===== src/rtl/inst_fetch_buf.sv =====
// Instruction fetch unit: AXI4 INCR burst reads into a {pc, inst} prefetch FIFO.
// Supports flush/redirect and drains any burst that was in flight at the flush.
`timescale 1ns/1ps
module inst_fetch_buf #(
    parameter int          C_M_AXI_THREAD_ID_WIDTH = 1,
    parameter int          C_M_AXI_ADDR_WIDTH      = 32,
    parameter int          C_M_AXI_DATA_WIDTH      = 32,
    parameter int          C_M_AXI_ARUSER_WIDTH    = 1,
    parameter int          C_M_AXI_RUSER_WIDTH     = 4,
    parameter int          BURST_LEN               = 4,
    parameter int          FIFO_DEPTH              = 8,
    parameter logic [31:0] RESET_PC                = 32'h0
) (
    input  logic                               CLK,
    input  logic                               RST,
    input  logic                               EXEC,
    input  logic                               STALL,
    input  logic                               FLUSH,
    input  logic [31:0]                        FLUSH_PC,
    output logic [31:0]                        I_PC,
    output logic [31:0]                        I_INST,
    output logic                               I_VALID,
    output logic                               MEM_WAIT,
    output logic [C_M_AXI_THREAD_ID_WIDTH-1:0] M_AXI_ARID,
    output logic [C_M_AXI_ADDR_WIDTH-1:0]      M_AXI_ARADDR,
    output logic [7:0]                         M_AXI_ARLEN,
    output logic [2:0]                         M_AXI_ARSIZE,
    output logic [1:0]                         M_AXI_ARBURST,
    output logic [1:0]                         M_AXI_ARLOCK,
    output logic [3:0]                         M_AXI_ARCACHE,
    output logic [2:0]                         M_AXI_ARPROT,
    output logic [3:0]                         M_AXI_ARQOS,
    output logic [C_M_AXI_ARUSER_WIDTH-1:0]    M_AXI_ARUSER,
    output logic                               M_AXI_ARVALID,
    input  logic                               M_AXI_ARREADY,
    input  logic [C_M_AXI_THREAD_ID_WIDTH-1:0] M_AXI_RID,
    input  logic [C_M_AXI_DATA_WIDTH-1:0]      M_AXI_RDATA,
    input  logic [1:0]                         M_AXI_RRESP,
    input  logic                               M_AXI_RLAST,
    input  logic [C_M_AXI_RUSER_WIDTH-1:0]     M_AXI_RUSER,
    input  logic                               M_AXI_RVALID,
    output logic                               M_AXI_RREADY
);

    localparam int PW = (FIFO_DEPTH > 1) ? $clog2(FIFO_DEPTH) : 1;
    localparam int CW = $clog2(FIFO_DEPTH + 1);

    typedef enum logic [2:0] {
        S_IDLE,
        S_REQ,
        S_REQ_DRAIN,
        S_DATA,
        S_DRAIN
    } state_t;

    state_t state, state_nx;

    logic [31:0]   fetch_pc;
    logic [31:0]   ar_addr;
    logic [7:0]    ar_len;
    logic [31:0]   beat_pc;
    logic [31:0]   pc_mem   [FIFO_DEPTH];
    logic [31:0]   inst_mem [FIFO_DEPTH];
    logic [PW-1:0] wr_ptr;
    logic [PW-1:0] rd_ptr;
    logic [CW-1:0] count;
    logic          empty;
    logic          pop;
    logic          wr_en;
    logic          ar_hs;
    logic          r_hs;
    logic          can_req;
    logic [12:0]   words_left;
    logic [12:0]   req_len;
    logic [12:0]   free;
    logic          unused_ok;

    function automatic logic [PW-1:0] ptr_inc(input logic [PW-1:0] p);
        return (p == PW'(FIFO_DEPTH - 1)) ? '0 : p + 1'b1;
    endfunction

    // A burst never crosses a 4 KB page: clip it to the words left in the page.
    assign words_left = (13'h1000 - {1'b0, fetch_pc[11:0]}) >> 2;
    assign req_len    = (words_left < 13'(BURST_LEN)) ? words_left
                                                      : 13'(BURST_LEN);
    assign free       = 13'(FIFO_DEPTH) - 13'(count);
    assign can_req    = free >= req_len;

    assign empty    = (count == '0);
    assign I_VALID  = EXEC & ~empty;
    assign MEM_WAIT = EXEC & empty;
    assign I_PC     = empty ? 32'h0 : pc_mem[rd_ptr];
    assign I_INST   = empty ? 32'h0 : inst_mem[rd_ptr];

    assign ar_hs = M_AXI_ARVALID & M_AXI_ARREADY;
    assign r_hs  = M_AXI_RVALID & M_AXI_RREADY;
    assign pop   = I_VALID & ~STALL & ~FLUSH;
    assign wr_en = (state == S_DATA) & M_AXI_RVALID & ~FLUSH;

    assign M_AXI_ARID    = '0;
    assign M_AXI_ARADDR  = C_M_AXI_ADDR_WIDTH'(ar_addr);
    assign M_AXI_ARLEN   = ar_len;
    assign M_AXI_ARSIZE  = 3'b010;
    assign M_AXI_ARBURST = 2'b01;
    assign M_AXI_ARLOCK  = 2'b00;
    assign M_AXI_ARCACHE = 4'b0011;
    assign M_AXI_ARPROT  = 3'b000;
    assign M_AXI_ARQOS   = 4'b0000;
    assign M_AXI_ARUSER  = '0;

    assign unused_ok = ^{M_AXI_RID, M_AXI_RRESP, M_AXI_RUSER, M_AXI_RDATA};

    always_ff @(posedge CLK) begin
        if (RST) begin
            state <= S_IDLE;
        end else begin
            state <= state_nx;
        end
    end

    // REQ_DRAIN: address already presented when a flush hit; its data is junk.
    always_comb begin
        state_nx = state;
        unique case (state)
            S_IDLE: begin
                if (EXEC && !FLUSH && can_req) state_nx = S_REQ;
            end
            S_REQ: begin
                if (M_AXI_ARREADY) state_nx = FLUSH ? S_DRAIN : S_DATA;
                else if (FLUSH)    state_nx = S_REQ_DRAIN;
            end
            S_REQ_DRAIN: begin
                if (M_AXI_ARREADY) state_nx = S_DRAIN;
            end
            S_DATA: begin
                if (M_AXI_RVALID && M_AXI_RLAST) state_nx = S_IDLE;
                else if (FLUSH)                  state_nx = S_DRAIN;
            end
            S_DRAIN: begin
                if (M_AXI_RVALID && M_AXI_RLAST) state_nx = S_IDLE;
            end
            default: state_nx = S_IDLE;
        endcase
    end

    always_comb begin
        M_AXI_ARVALID = 1'b0;
        M_AXI_RREADY  = 1'b0;
        unique case (state)
            S_REQ, S_REQ_DRAIN: M_AXI_ARVALID = 1'b1;
            S_DATA, S_DRAIN:    M_AXI_RREADY  = 1'b1;
            default: ;
        endcase
    end

    always_ff @(posedge CLK) begin
        if (RST) begin
            fetch_pc <= RESET_PC;
            ar_addr  <= '0;
            ar_len   <= '0;
            beat_pc  <= '0;
        end else begin
            if (state == S_IDLE && state_nx == S_REQ) begin
                ar_addr <= fetch_pc;
                ar_len  <= 8'(req_len - 13'd1);
            end
            if (ar_hs) begin
                beat_pc <= ar_addr;
            end else if (wr_en) begin
                beat_pc <= beat_pc + 32'd4;
            end
            if (FLUSH) begin
                fetch_pc <= FLUSH_PC;
            end else if (state == S_REQ && ar_hs) begin
                fetch_pc <= ar_addr + {22'b0, ar_len, 2'b00} + 32'd4;
            end
        end
    end

    always_ff @(posedge CLK) begin
        if (RST || FLUSH) begin
            wr_ptr <= '0;
            rd_ptr <= '0;
            count  <= '0;
        end else begin
            if (wr_en) wr_ptr <= ptr_inc(wr_ptr);
            if (pop)   rd_ptr <= ptr_inc(rd_ptr);
            count <= count + CW'(wr_en) - CW'(pop);
        end
    end

    always_ff @(posedge CLK) begin
        if (wr_en) begin
            pc_mem[wr_ptr]   <= beat_pc;
            inst_mem[wr_ptr] <= M_AXI_RDATA[31:0];
        end
    end

    logic r_hs_seen;
    assign r_hs_seen = r_hs;

endmodule


===== config.mk =====
export PLATFORM = sky130hd
export DESIGN_NAME = inst_fetch_buf
export DESIGN_NICKNAME = d
export VERILOG_FILES = /design/src/rtl/inst_fetch_buf.sv
export SDC_FILE = /design/constraint.sdc
export NUM_CORES = 1
export LEC_CHECK = 0
export BUFFER_PORTS_ARGS = -buffer_cell sky130_fd_sc_hd__buf_2
export CORE_UTILIZATION = 40
export DETAILED_ROUTE_END_ITERATION = 16
export GPL_TIMING_DRIVEN = 1
export PLACE_DENSITY = 0.53
export SYNTH_ARGS = -nofsm -noshare
export SYNTH_HDL_FRONTEND = slang
export SYNTH_SLANG_ARGS = --single-unit
export TNS_END_PERCENT = 30

===== constraint.sdc =====
create_clock -name CLK -period 14 [get_ports CLK]
set_input_delay 0.7 -clock CLK [delete_from_list [all_inputs] [get_ports CLK]]
set_output_delay 0.7 -clock CLK [all_outputs]
set_load 0.1 [all_outputs]

==> impl_metrics.ini <==
[global_routing]
antenna_found_initial = 0
grt_pass1_vias = 15733
grt_max_degree = 76
overflow = 0
grt_pass1_wl_um = 95500
grt_usage = 0.186

[synthesis]
synth-async-reset-ratio = 0
synth.area.top_cells = edfxtp_1 (58%), mux4_2 (11%), dfxtp_1 (9.0%)
synth_commonest_cells = edfxtp_1 (512), mux4_2 (128), dfxtp_1 (120)
synthFlopType = edfxtp_1
synth-compound-area-share = 0.0576
yosysMostFrequentCell = edfxtp_1
synth_cell_types = 77
synth_simple_gate_area_share = 0.0833
netlist_area_um2 = 26700
synth_cells = 1748
yosys.area_share.xor_xnor = 0.00852
synth_top_family_by_area = multiplexers
synth-edff-count = 512
synthAdderAreaFrac = 0.0202
syn_area_per_cell_um2 = 15.3
ys.warnings.count = 0
synth_top_area_cell = edfxtp_1
synth_top_area_frac = 0.575
synth-seq-cells = 632
muxShareOfSynthArea = 0.136
synth_seq_area_share = 0.665

[clocking]
root_buffer = clkbuf_16
post_cts_buffers = 0
cts_buffers = 70
htree_levels = 3
clkTransAtPathRegs_ps = 60
cts_sinks = 632
post_cts_resized = 0
cts_tree = done
holdBufCountCts = 0
clockBufferDepth = 3
clk_latency_ps = 610

[timing]
fin_hold_ws_ps = 329
rsz0062_at_grt = no
finalCritPeriodShare = 0.316
final-hold-violation-count = 0
slew_headroom = 0.305
clock_skew_ps = 27.0
fmax_mhz = 226
slew_viol_final = 0
tightest_slew_ps = 1040
tns_ps = 0
setup_viol = 0
period_needed_ps = 4420

[worst_setup_path]
rrSetupSlack_ps = 9830
critPathBufInv = 3
crit_top_cell = buf_4
cpPeakStageDelay_ps = 720
cp_data_arrival_time_ps = 3720
start_kind = flip-flop
r2r_end = M_AXI_ARLEN[7]$_SDFFE_PP0P_
cpMaxStageDelayCell = buf_4
crit_chain = buf_4, buf_4, mux4_2, mux2i_1, nor2_1, buf_2
r2r-start = count[1]$_SDFF_PP0_
cp-end-kind = output pin
crit_family = buffers and inverters
cp_max_fo = 44
reg2regPathDepth = 11
cp.required_ps = 13300
path_depth = 6
crit_type = reg2out

[drt]
drc_errors = 22
vias_per_cell = 5.51
detail_route.first_pass.iterations = 11
num_vias = 15615
ant_nets = 0
first_iter_violations = 1142
routed_wl_um = 62700
avgRoutedWirePerCell_um = 22.1

[place]
dp_hpwl_um = 36100
place_inst = 2708
gp_congestion = 0.818
port_buffers = 179

[die]
ioPinCount = 207
start_util = 0.405
die-area_um2 = 67900
row_count = 94
core_area_um2 = 66000
die_h_um = 261
fp.dieW_um = 261

[cells_and_area]
drive_gt1_frac = 0.234
finalNonFillerCells = 2835
antenna_cells = 0
nNetsFinal = 2037
multiInputGateArea_um2 = 8340
n_fill_cell = 5819
syn_to_final_growth_pct = 14.7
seqCellArea_um2 = 17800

[power]
power_leakage_uw = 0.0106
p_total_uw = 3870
ir_drop_mv = 0.0919
powerDensity_nw_per_um2 = 126

[status]
status = finished with violations
violations = design-rule violations

[worst_hold_path]
hold_path_depth = 3
min_from = FLUSH_PC[3]
hold_end = fetch_pc[3]$_SDFFE_PP0P_
hold_path_class = in2reg

[run]
drv_cap = 0
[worst min-delay path: cells and delay by family]
family | cells | cell delay (ps)
AOI/OAI and AO/OA | 1 | 50
and+or+nand+nor | 1 | 70
buffers and inverters | 1 | 80
[cells in the final DEF, fill, tap and decap left out, types with 16 or more instances in the layout]
| cell | count |
|---|---|
| mux2i_1 | 73 |
| buf_4 | 32 |
| buf_2 | 178 |
| a21oi_1 | 103 |
| clkbuf_16 | 72 |
| mux4_2 | 128 |
| edfxtp_1 | 512 |
| nand3b_1 | 20 |
| a31oi_1 | 18 |
| a211oi_1 | 19 |
| ha_1 | 40 |
| conb_1 | 27 |
| clkinv_1 | 16 |
| nor2_1 | 115 |
| dfxtp_1 | 117 |
| nor4_1 | 16 |
| nand3_1 | 72 |
| inv_1 | 23 |
| nor3_1 | 19 |
| o21ai_0 | 42 |
| xnor2_1 | 20 |
| nand4_1 | 24 |
| nand2_1 | 80 |
[how the worst max path moves through the flow]
stage                                 to  slack [ps]      start
2_1_floorplan   inst_mem[2][0]$_DFFE_PP_        5060      FLUSH
3_3_place_gp   inst_mem[7][27]$_DFFE_PP_        9510      FLUSH
3_5_place_dp   inst_mem[7][27]$_DFFE_PP_        9460      FLUSH
4_1_cts                         I_PC[16]        9400  flip-flop
5_1_grt                       I_INST[16]        9210  flip-flop
6_report                        I_PC[16]        9580  flip-flop
[power breakdown]
part / switching [uW] / total [uW] / internal, uW
sequential: 3.77 / 2020 / 2020
clock: 737 / 1780 / 1040
combinational: 55.7 / 73.7 / 18.0
[sequential cells by signal (all words and copies together), names as in the netlist, named ones only]
register,cells
inst_mem,256
pc_mem,256
M_AXI_ARADDR,32
beat_pc,32
fetch_pc,32
M_AXI_ARLEN,8
count,4
rd_ptr,3
state,3
wr_ptr,3
[layout make-up]
cell class,instances,share of cell area
sequential,632,0.580
multi-input combinational,978,0.272
clock buffer,90,0.0619
timing repair buffer,210,0.0369
tap,864,0.0353
clock inverter,37,0.0109
inverter,24,0.00294
[through the flow]
step	setup slack [ps]	util	instance area (um^2)
2_1_floorplan	5060	-	26800
3_3_place_gp	9510	0.431	28400
3_5_place_dp	9460	0.431	28400
4_1_cts	9400	0.465	30700
5_1_grt	9210	0.465	30700
6_report	9580	0.465	30700
[routing by layer]
metal	up-vias	global-route usage	share of wire
li1	7181	-	-
met1	7945	0.250	0.44
met2	406	0.315	0.50
met3	83	0.0304	0.047
met4	0	0.0427	0.017
met5	-	0	0
[cells by family (layout without fill, tap and decap cells)]
group / after synthesis / in the layout
adders and majority gates: 42 / 42
other: 2 / 27
AOI/OAI and AO/OA: 248 / 248
DFF: 632 / 632
xor gates and xnor gates: 26 / 26
muxes: 204 / 204
buffers and inverters: 163 / 361
and+or+nand+nor: 431 / 431
Note: power is estimated with default switching activity, not from simulation.
